`config.mk`:
```
export PLATFORM = sky130hd
export DESIGN_NAME = s1494_cone_sched
export DESIGN_NICKNAME = d
export VERILOG_FILES = /design/src/rtl/s1494_pkg.sv /design/src/rtl/s1494_cone_wdog.sv /design/src/rtl/s1494_cone_sched.sv
export SDC_FILE = /design/constraint.sdc
export NUM_CORES = 1
export LEC_CHECK = 0
export CAP_MARGIN = 40
export CORE_MARGIN = 2
export CORE_UTILIZATION = 48
export CTS_CLUSTER_SIZE = 25
export DETAILED_ROUTE_END_ITERATION = 10
export HOLD_SLACK_MARGIN = 0.15
export PLACE_DENSITY = 0.82
export SETUP_SLACK_MARGIN = 0.02
export SLEW_MARGIN = 20
export SYNTH_ARGS = -nofsm -noshare
export SYNTH_HDL_FRONTEND = slang
export SYNTH_SLANG_ARGS = --single-unit
```
`constraint.sdc`:
```
create_clock -name clock -period 2.84 [get_ports clock]
set_clock_uncertainty 0.2 [all_clocks]
set_input_delay 0.426 -clock clock [delete_from_list [all_inputs] [get_ports clock]]
set_output_delay 0.426 -clock clock [all_outputs]
set_load 0.01 [all_outputs]
```
`src/rtl/s1494_pkg.sv`:
```
// Shared FSM encoding, cone count and cone_in field positions for the s1494 cone scheduler.
package s1494_pkg;
  typedef enum logic [1:0] {
    IDLE = 2'd0,
    EVAL = 2'd1,
    EMIT = 2'd2
  } state_t;

  localparam int NCONE     = 6;
  localparam int SW        = 6;
  localparam int NPI       = 7;
  localparam int CI_PI_LSB = 0;
  localparam int CI_ST_LSB = 7;
  localparam int CI_CLR    = 13;
  localparam int CI_W      = 14;
endpackage

```
`src/rtl/s1494_cone_wdog.sv`:
```
// Cone-ack wait counter: fires expire on the TIMEOUT-th cycle a request goes unanswered.
// Restarts on every capture (ack or expiry) and whenever the scheduler is not evaluating.
module s1494_cone_wdog #(
  parameter int TIMEOUT = 16
) (
  input  logic clock,
  input  logic reset,
  input  logic run,
  input  logic ack,
  output logic expire
);
  localparam int CW = $clog2(TIMEOUT + 1);

  logic [CW-1:0] cnt;

  // A late ack in the final wait cycle still wins over the timeout.
  assign expire = run && !ack && (cnt == CW'(TIMEOUT - 1));

  always_ff @(posedge clock or posedge reset) begin
    if (reset) begin
      cnt <= '0;
    end else if (!run || ack || expire) begin
      cnt <= '0;
    end else begin
      cnt <= cnt + CW'(1);
    end
  end
endmodule

```
`src/rtl/s1494_cone_sched.sv`:
```
// Steps the s1494 state machine by sequencing NCONE next-state cones through a shared evaluator.
// Results collect in a shadow register and commit to st_q in one edge, so partial steps never show.
module s1494_cone_sched #(
  parameter int NCONE   = s1494_pkg::NCONE,
  parameter int TIMEOUT = 16
) (
  input  logic        clock,
  input  logic        reset,
  input  logic        vec_valid,
  output logic        vec_ready,
  input  logic [6:0]  vec_pi,
  input  logic        vec_clr,
  output logic        cone_req,
  output logic [2:0]  cone_sel,
  output logic [13:0] cone_in,
  input  logic        cone_ack,
  input  logic        cone_bit,
  output logic        st_valid,
  input  logic        st_ready,
  output logic [5:0]  st_q,
  output logic        err
);
  import s1494_pkg::*;

  state_t          state;
  logic [2:0]      k;
  logic [NPI-1:0]  pi_l;
  logic            clr_l;
  logic [SW-1:0]   shadow;
  logic [SW-1:0]   shadow_nxt;
  logic            expire;
  logic            last;

  assign cone_sel = k;
  assign last     = (k == 3'(NCONE - 1));

  always_comb begin
    cone_in                     = '0;
    cone_in[CI_PI_LSB +: NPI]   = pi_l;
    cone_in[CI_ST_LSB +: SW]    = st_q;
    cone_in[CI_CLR]             = clr_l;
  end

  // A timed-out cone captures 0 because cone_bit is only meaningful alongside cone_ack.
  always_comb begin
    shadow_nxt    = shadow;
    shadow_nxt[k] = cone_ack & cone_bit;
  end

  s1494_cone_wdog #(
    .TIMEOUT(TIMEOUT)
  ) u_wdog (
    .clock (clock),
    .reset (reset),
    .run   (state == EVAL),
    .ack   (cone_ack),
    .expire(expire)
  );

  always_ff @(posedge clock or posedge reset) begin
    if (reset) begin
      state     <= IDLE;
      k         <= '0;
      pi_l      <= '0;
      clr_l     <= 1'b0;
      shadow    <= '0;
      st_q      <= '0;
      err       <= 1'b0;
      cone_req  <= 1'b0;
      st_valid  <= 1'b0;
      vec_ready <= 1'b1;
    end else begin
      case (state)
        IDLE: begin
          if (vec_valid) begin
            pi_l      <= vec_pi;
            clr_l     <= vec_clr;
            k         <= '0;
            vec_ready <= 1'b0;
            if (vec_clr) begin
              state    <= EVAL;
              cone_req <= 1'b1;
            end else begin
              shadow   <= '0;
              st_q     <= '0;
              state    <= EMIT;
              st_valid <= 1'b1;
            end
          end
        end
        EVAL: begin
          if (cone_ack || expire) begin
            shadow <= shadow_nxt;
            if (expire) begin
              err <= 1'b1;
            end
            if (last) begin
              st_q     <= shadow_nxt;
              k        <= '0;
              cone_req <= 1'b0;
              st_valid <= 1'b1;
              state    <= EMIT;
            end else begin
              k <= k + 3'd1;
            end
          end
        end
        EMIT: begin
          if (st_ready) begin
            st_valid  <= 1'b0;
            vec_ready <= 1'b1;
            state     <= IDLE;
          end
        end
        default: begin
          state <= IDLE;
        end
      endcase
    end
  end
endmodule

```
Word level (Yosys, flattened, before mapping)
Cells that the tools add are included.
- memory bits (read-only): 0
- memories kept: 0
- logic and storage cells: 82
- latch bits: 0
- input port bits: 14
- bits in writable memories: 0
- register bits after elaboration: 34
- muxes and demuxes: 35
- divide/modulo/power cells: 0
- shift-type cells: 0
- eq/ne operators: 10
- reductions and logical operators: 21
- order comparisons: 2
- multiply operators: 0
- add/subtract/negate cells: 2
- bitwise logic cells: 1
- operator list (cell ; count):
    two-way mux 6 bit ; 5
    case mux 6 bit (2 select lines) ; 2
    two-way mux 1 bit ; 12
    != test 2 bit, second input constant ; 6
    two-way mux 2 bit ; 5
    AND reduction 5 bit ; 2
    two-way mux 3 bit ; 3
    AND reduction 3 bit ; 3
    AND reduction 4 bit ; 2
    bitwise mux 6 bit ; 1
    case mux 2 bit (3 select lines) ; 1
    case mux 3 bit (2 select lines) ; 1
    AND reduction 6 bit ; 1
    adder 5 x 1 -> 5 bit, second input constant ; 1
    == test 5 x 4 -> 1 bit, second input constant ; 1
    two-way mux 5 bit ; 1
    < comparator 3 x 4 -> 1 bit, second input constant ; 1
    case mux 1 bit (2 select lines) ; 2
    nonzero test 2 bit ; 2
    adder 3 x 1 -> 3 bit, second input constant ; 1
    demux 1 bit (select 3 bit) ; 1
    == test 3 bit, second input constant ; 1
    >= comparator 3 x 1 -> 1 bit, second input constant ; 1
    logical AND 1 bit ; 3
    other kinds (9) ; 12

Logic depth before layout (Yosys ltp)
Gate-level depths: netlist of run 1.
- depth in word-level cells: 8
- mapped depth: 8
- gate-level depth less buffers: 7

Modules after synthesis
A second synthesis of run 1 with hierarchy kept.
- cell total of the unflattened synthesis: 141
- area, all modules: 1654.1 um^2
- modules (own cells, without submodules) (module ; times used ; cells each ; area an instance (um^2)):
    s1494_cone_sched ; 1 ; 119 ; 1405.1
    s1494_cone_wdog ; 1 ; 22 ; 249.0

Least setup slack after synthesis of run 1
OpenSTA, ideal clock, no wires.
- path type: reg-to-reg
- start point: reg u_wdog.cnt[0]
- end point: reg st_q[0]
- arrival time: 1969 ps
- cell stages (with the launch flop): 9
- library setup time: 125 ps
- setup slack: 546 ps
- cell sequence: dfrtp_1 ha_1 and3_1 ha_1 or3b_1 o211ai_1 or2_1 buf_6 mux2_4
- cells in the longest elaborated chain, start to end: 5
- ends and longest elaborated chain (item ; line ; text):
    start, declared ; s1494_cone_wdog.sv:14 ; logic [CW-1:0] cnt;
    start signal, assigned ; s1494_cone_wdog.sv:25 ; cnt <= cnt + CW'(1);
    == test 5 x 4 -> 1 bit ; s1494_cone_wdog.sv:17 ; assign expire = run && !ack && (cnt == CW'(TIMEOUT - 1));
    logical AND 1 bit ; s1494_cone_wdog.sv:17 ;
    logical OR 1 bit ; s1494_cone_sched.sv:92 ; if (cone_ack || expire) begin
    != test 2 bit (no source line) ; - ;
    AND reduction 5 bit (no source line) ; - ;
    end signal, assigned ; s1494_cone_sched.sv:98 ; st_q <= shadow_nxt;
    end, declared ; s1494_cone_sched.sv:20 ; output logic [5:0] st_q,
Every way passes these cells.
A chain may end at the register's enable or synchronous reset.

Final worst setup path of run 1
- start point: reg u_wdog.cnt[0]
- end point: reg st_q[1]
The elaborated chain is that of the path after synthesis.

==> metrics.txt, run 1 <==
dpl cell area 1989 um2; leakage 0.9444 nW; DRT iter0 DRCs 29; Hold Path Class primary input to asynchronous set/reset pin; WP data required about 2900 ps; asr flop ratio synth 100.0%; Core ar. 3284 um2; via count 1,179; final setup fails 0; Die Span Y 62.12 um; Final Core Density roughly 62%; number of post-CTS setup repair buffers 0; hpwl dp 2329 um; synthesized area roughly 1600 um2; post-synthesis sequential area ratio about 51%; first-pass detailed-route iteration total 4; relative slew slack 72.22%; number of synthesized register bits 33; # DRC 0; syn_nets around 160; # rows 21; Mapped Cells between 100 and 150; Post-synth EDFFs 0; total gr overflow 0; vias in the first global route roughly 1.2k; GRT Max-Usage Layer met2; PwrDens about 1100 nW/um2; layout net count 194; Clock Tree Buf Depth 2; I/O pin count 41; critical path class flip-flop to flip-flop; Overall Power 2.171 mW; fill count 279; IO buf count 40; Arrival @ worst endpoint 2530 ps; CP max FO 6; critical path launch point type flip-flop; period utilization around 88%; TNS Setup 0 ps; Final Max Slew Viols 0; Hold Buf Count CTS 0; Final Instance Area 2041 um2; Initial Utilization 49.37%; Synth Area per Inst 11.34 um2; VDD IR max roughly 0.46 mV; Root Buffer clkbuf_4; pin count of the biggest net entering global routing 34; total of max-cap violations 0; CTS Sinks 33; RSZ-0062 raised after global routing false; clk_lat worst skew 340 ps; Yosys cell types 42; actual slew at the worst max-slew pin 411.3 ps; initial antenna violation count 0; overall routed net length 3146 um; die width slightly above 60 um; Most used DFF post-synth dfrtp_1; crit path capture type flip-flop; layout cells sized above 1 17.32%; CTS tree yes; worst hold margin 276.0 ps; status finished, final reports clean; ANT nets after route 0; Worst-path clk slew 100 ps; post-DR vias/cell about 5.2; first-pass GRT wire length ~5500 um; R2R cell count 7; synthesis warning total 0; Max Freq 0.3991 GHz; fin crit period 2506 ps; grt met3 use 5.797%; H-tree Lvls 2; die area ~3900 um2; GRT Overall Usage roughly 18%; Syn-to-layout area delta 25.85%; drt wl/cell 13.98 um; Final Hold Fails 0; met2 capacity usage during global routing 31.79%; CTS resizes 0; met1 Resource Use GR between 20% and 30%; CTS buffer count 5; Antenna diodes 0; Placer Congestion 0.8044
==> flip-flops by register name, indices dropped and copies added (netlist names) <==
signal and flops:
state 2, st_q 6, cone_sel 3, pi_l 7, u_wdog.cnt 5, cone_req 1
vec_ready 1, clr_l 1, err 1, st_valid 1, shadow 5
==> synthesized netlist by cell type, types with 3 or more instances <==
cell type  count  area, um2
a21o_1         6      45.04
a21oi_1        8      40.04
buf_2          3      15.01
buf_4          9      67.56
dfrtp_1       32      800.8
inv_1          6      22.52
mux2_2         9      101.4
mux2_4         5      75.07
nand2_1        4      15.01
nand3_1        4      20.02
nor2_1        14      52.55
o21ai_0        6      30.03
==> routing by layer <==
metal	vias to the layer above	routed length (um)	part of all wire [%]
li1	560	-	-
met4	0	71	2.3
met5	-	0	0
met1	577	1297	41
met3	7	145	4.6
met2	35	1631	52
==> critical path, stage by stage (launching register included) <==
cell,delay [ps]
dfrtp_1,410
ha_1,230
and3_1,150
ha_1,210
or3b_1,380
o211ai_1,140
or2_1,340
mux2_4,330
==> metrics by stage <==
step / worst slack (ps) / instances
floorplan: 545.9 / 143
global placement: 404.4 / 217
detailed placement: 343.1 / 217
CTS: 317.8 / 225
global route: 224.7 / 225
finish: 334.2 / 225
==> cell type report <==
cell class              instances  area [um2]  area share (%)
repair buffers                 43       422.9           20.72
clock buffers                   6       41.29           2.023
multi-input cells              89       659.4           32.31
flip-flops and latches         33       827.0           40.53
inverters                       6       22.52           1.104
clock inverters                 2       10.01          0.4905
well taps                      46       57.56           2.820
==> power breakdown <==
group / switching, mW / leakage [nW] / internal (mW)
Combinational: 0.450 / 0.508 / 0.624
Clock: 0.159 / 0.0320 / 0.0942
Sequential: 0.183 / 0.404 / 0.662
==> cells in the final DEF, fill, tap and decap left out, drive strengths merged, types with 2 or more instances in the layout <==
cell / n
ha: 2
buf: 3
nand3: 5
a21oi: 8
or2: 2
nand2: 4
inv: 6
and3: 2
o21ai: 6
o21a: 2
mux2i: 2
nor2: 14
clkbuf: 6
xor2: 2
nand3b: 2
mux2: 14
clkinv: 2
dfrtp: 32
or3b: 3
a21o: 6
clkdlybuf4s50: 40
==> final timing paths <==
check | slack (ps) | from | end
worst max-delay path | 330 | u_wdog.cnt[0] | st_q[1]
worst min-delay path | 280 | reset | cone_req
worst max register to register | 330 | u_wdog.cnt[0] | st_q[1]
worst min register to register | 280 | u_wdog.cnt[0] | u_wdog.cnt[0]
max in group asynchronous | 1840 | reset | vec_ready
min in group clock | 280 | u_wdog.cnt[0] | u_wdog.cnt[0]
==> logic make-up after synthesis <==
logic type	count (synthesis)	synth area share, %
flops	33	51.00
fa+ha+maj	2	1.543
buf+inv	21	8.333
mux	16	12.11
compound gates	30	12.11
simple gates	38	13.27
xor+xnor	3	1.621
Note: power is estimated with default switching activity, not from simulation.
==> run 2, diff against run 1 <==
--- a/config.mk
+++ b/config.mk
@@ -7,11 +7,11 @@
 export LEC_CHECK = 0
 export CAP_MARGIN = 40
 export CORE_MARGIN = 2
-export CORE_UTILIZATION = 48
+export CORE_UTILIZATION = 43
 export CTS_CLUSTER_SIZE = 25
 export DETAILED_ROUTE_END_ITERATION = 10
 export HOLD_SLACK_MARGIN = 0.15
-export PLACE_DENSITY = 0.82
+export PLACE_DENSITY = 0.78
 export SETUP_SLACK_MARGIN = 0.02
 export SLEW_MARGIN = 20
 export SYNTH_ARGS = -nofsm -noshare
==> constraint.sdc (replaced) <==
create_clock -name clock -period 2.2 [get_ports clock]
set_clock_uncertainty 0.2 [all_clocks]
set_input_delay 0.33 -clock clock [delete_from_list [all_inputs] [get_ports clock]]
set_output_delay 0.33 -clock clock [all_outputs]
set_load 0.01 [all_outputs]
==> run 2 against run 1 <==
Against the previous run: register-to-register slack worse by 330 ps; routed wire length is 5.3% higher; worst hold slack lost 36 ps; design area up 6.9%; die area grew 11%; critical path type unchanged; largest cell class unchanged; largest power group unchanged; highest routed layer unchanged.
==> metrics.txt, run 2 (same netlist as run 1, synthesis figures left out) <==
Clk network pwr share 15.2% (+3.5 points); overall routed net length 3313 um (+5.3%); Syn-to-layout area delta 34.57%; commonest non-fill, non-tap cell in the layout clkdlybuf4s50_1; WP data required 2170 ps (-700 ps); PwrDens 1400 nW/um2 (+32%); DRT iter0 DRCs 36 (+24%); Pint 1.998 mW (+45%); Psw 1.056 mW (+33%); period utilization 99.94% (+12 points); status finished, final reports clean; layout cells sized above 1 23.94% (+6.6 points); max FFs per register 7 (unchanged); leakage 1.002 nW (+6.1%); Final Max Slew Viols 0 (unchanged); CTS Sinks 33 (unchanged); # DRC 0 (unchanged); r2r startpoint u_wdog.cnt[0]; die area 4278 um2 (+11%); initial antenna violation count 0 (unchanged); drt wl/cell 14.04 um (+0.40%); Max Freq 0.4548 GHz (+14%); H-tree Lvls 2 (unchanged); Die Span Y 65.41 um (+5.3%); Initial Utilization 44.63% (-4.7 points); die width 65.41 um (+5.3%); Largest regs pi_l: 7 flops, st_q: 6 flops; crit path capture type flip-flop; final setup fails 0 (unchanged); post-DR vias/cell 5.119 (-2.3%); fin crit period 2199 ps (-307.0 ps); layout net count 203 (+4.6%); Worst-path clk slew 60 ps (-40 ps); Biggest register pi_l; I/O pin count 41 (unchanged); first-pass GRT wire length 5747 um (+4.4%); critical path launch point type flip-flop; total gr overflow 0 (unchanged); total of max-cap violations 0 (unchanged); Hold Path Class primary input to asynchronous set/reset pin; Core ar. 3633 um2 (+11%); relative slew slack 69.40% (-2.8 points); Reg power frac 36.2% (-2.7 points); ANT nets after route 0 (unchanged); first-pass detailed-route iteration total 4 (unchanged); combinational cell fraction of total power 48.6% (-0.8 points); most frequent cells in the layout clkdlybuf4s50_1, dfrtp_1, nor2_1; dpl cell area 2049 um2 (+3.0%); crit-path max cell delay 380 ps (-30 ps); Hold Buf Count CTS 0 (unchanged); # rows 22 (+4.8%); Placer Congestion 0.8485 (+5.5%); Slowest cell on crit path dfrtp_1; VDD IR max 0.6518 mV (+42%); actual slew at the worst max-slew pin 453.1 ps (+41.82 ps); Arrival @ worst endpoint 2170 ps (-360 ps); hpwl dp 2366 um (+1.6%); Final Instance Area 2182 um2 (+6.9%); CTS tree yes; Antenna diodes 0 (unchanged); CTS buffer count 5 (unchanged); critical path class flip-flop to flip-flop; pin count of the biggest net entering global routing 34 (unchanged); RSZ-0062 raised after global routing true; Final Hold Fails 0 (unchanged); via count 1,208 (+2.5%); Clock Tree Buf Depth 2 (unchanged); clk_lat worst skew 280 ps (-60 ps); CP max FO 6 (unchanged); worst setup path startpoint u_wdog.cnt[0]; CP cell instances ha_2, and3_4, ha_4, or3b_4, o211ai_1, or2_4, mux2_4; GRT Overall Usage 17.66% (-0.77 points); IO buf count 40 (unchanged); Final Core Density 60.06% (-2.1 points); Root Buffer clkbuf_8; vias in the first global route 1,275 (+9.3%); Net Sw Frac 34.58% (-1.9 points)
run 2: cell type report:
cell class / instances / area (um2)
flip-flops and latches: 33 / 827.0
multi-input cells: 89 / 691.9
fillers: 297 / 1451
inverters: 6 / 22.52
well taps: 48 / 60.06
repair buffers: 52 / 490.5
clock buffers: 8 / 90.09
run 2: per-layer routing:
layer | wire [um] | global-route usage, % | vias to the layer above
li1 | - | - | 572
met1 | 1447 | 21.47 | 579
met2 | 1603 | 30.23 | 52
met3 | 214 | 4.110 | 5
met4 | 47 | 7.031 | 0
met5 | 0 | 0 | -
run 2: timing repair:
item | in CTS | in global routing
gates cloned | 0 | 0
setup endpoints to repair | 5 | 7
pin swaps | 1 | 2
setup buffers | 1 | 2
gates resized for setup | 3 | 2
run 2: critical path: cells and delay by family, from the launching register on:
kind	cells	cell delay (ps)
compound gates	1	110
fa+ha+maj	2	340
flops	1	380
mux	1	310
simple gates	3	740
run 2: metrics by stage:
step / hold slack (ps) / instances / power [mW] / setup TNS [ps] / setup slack, ps
6_report: 239.8 / 236 / 3.055 / 0 / 1.214
2_1_floorplan: 237.2 / 143 / 2.032 / -164.0 / -32.79
4_1_cts: 254.9 / 235 / 3.055 / 0 / 11.82
3_5_place_dp: 261.5 / 226 / 2.551 / -612.0 / -128.0
3_3_place_gp: 255.0 / 226 / 2.489 / -431.9 / -86.62
5_1_grt: 310.3 / 236 / 3.277 / -567.2 / -106.0
run 2: power groups by stage:
stage	logic [mW]	registers, mW	clock network (mW)
floorplan	0.974	1.06	0
global placement	1.41	1.08	0
detailed placement	1.44	1.11	0
CTS	1.47	1.10	0.477
global route	1.63	1.15	0.501
finish	1.48	1.11	0.465
run 2: path summary, 6_finish.rpt:
| check | endpoint | slack [ps] | depth (start not counted) |
|---|---|---|---|
| worst max-delay path | st_q[2] | 1 | 7 |
| worst min-delay path | u_wdog.cnt[4] | 240 | 3 |
| max in group asynchronous | vec_ready | 1240 | 3 |
| worst max register to register | st_q[2] | 1 | 7 |
| min in group clock | shadow[0] | 280 | 1 |
| worst min register to register | shadow[0] | 280 | 1 |
==> run 3, diff against run 2 <==
--- a/config.mk
+++ b/config.mk
@@ -8,7 +8,6 @@
 export CAP_MARGIN = 40
 export CORE_MARGIN = 2
 export CORE_UTILIZATION = 43
-export CTS_CLUSTER_SIZE = 25
 export DETAILED_ROUTE_END_ITERATION = 10
 export HOLD_SLACK_MARGIN = 0.15
 export PLACE_DENSITY = 0.78
==> results of run 3 <==
The final DEF is identical to that of run 2; final timing and power are the same.
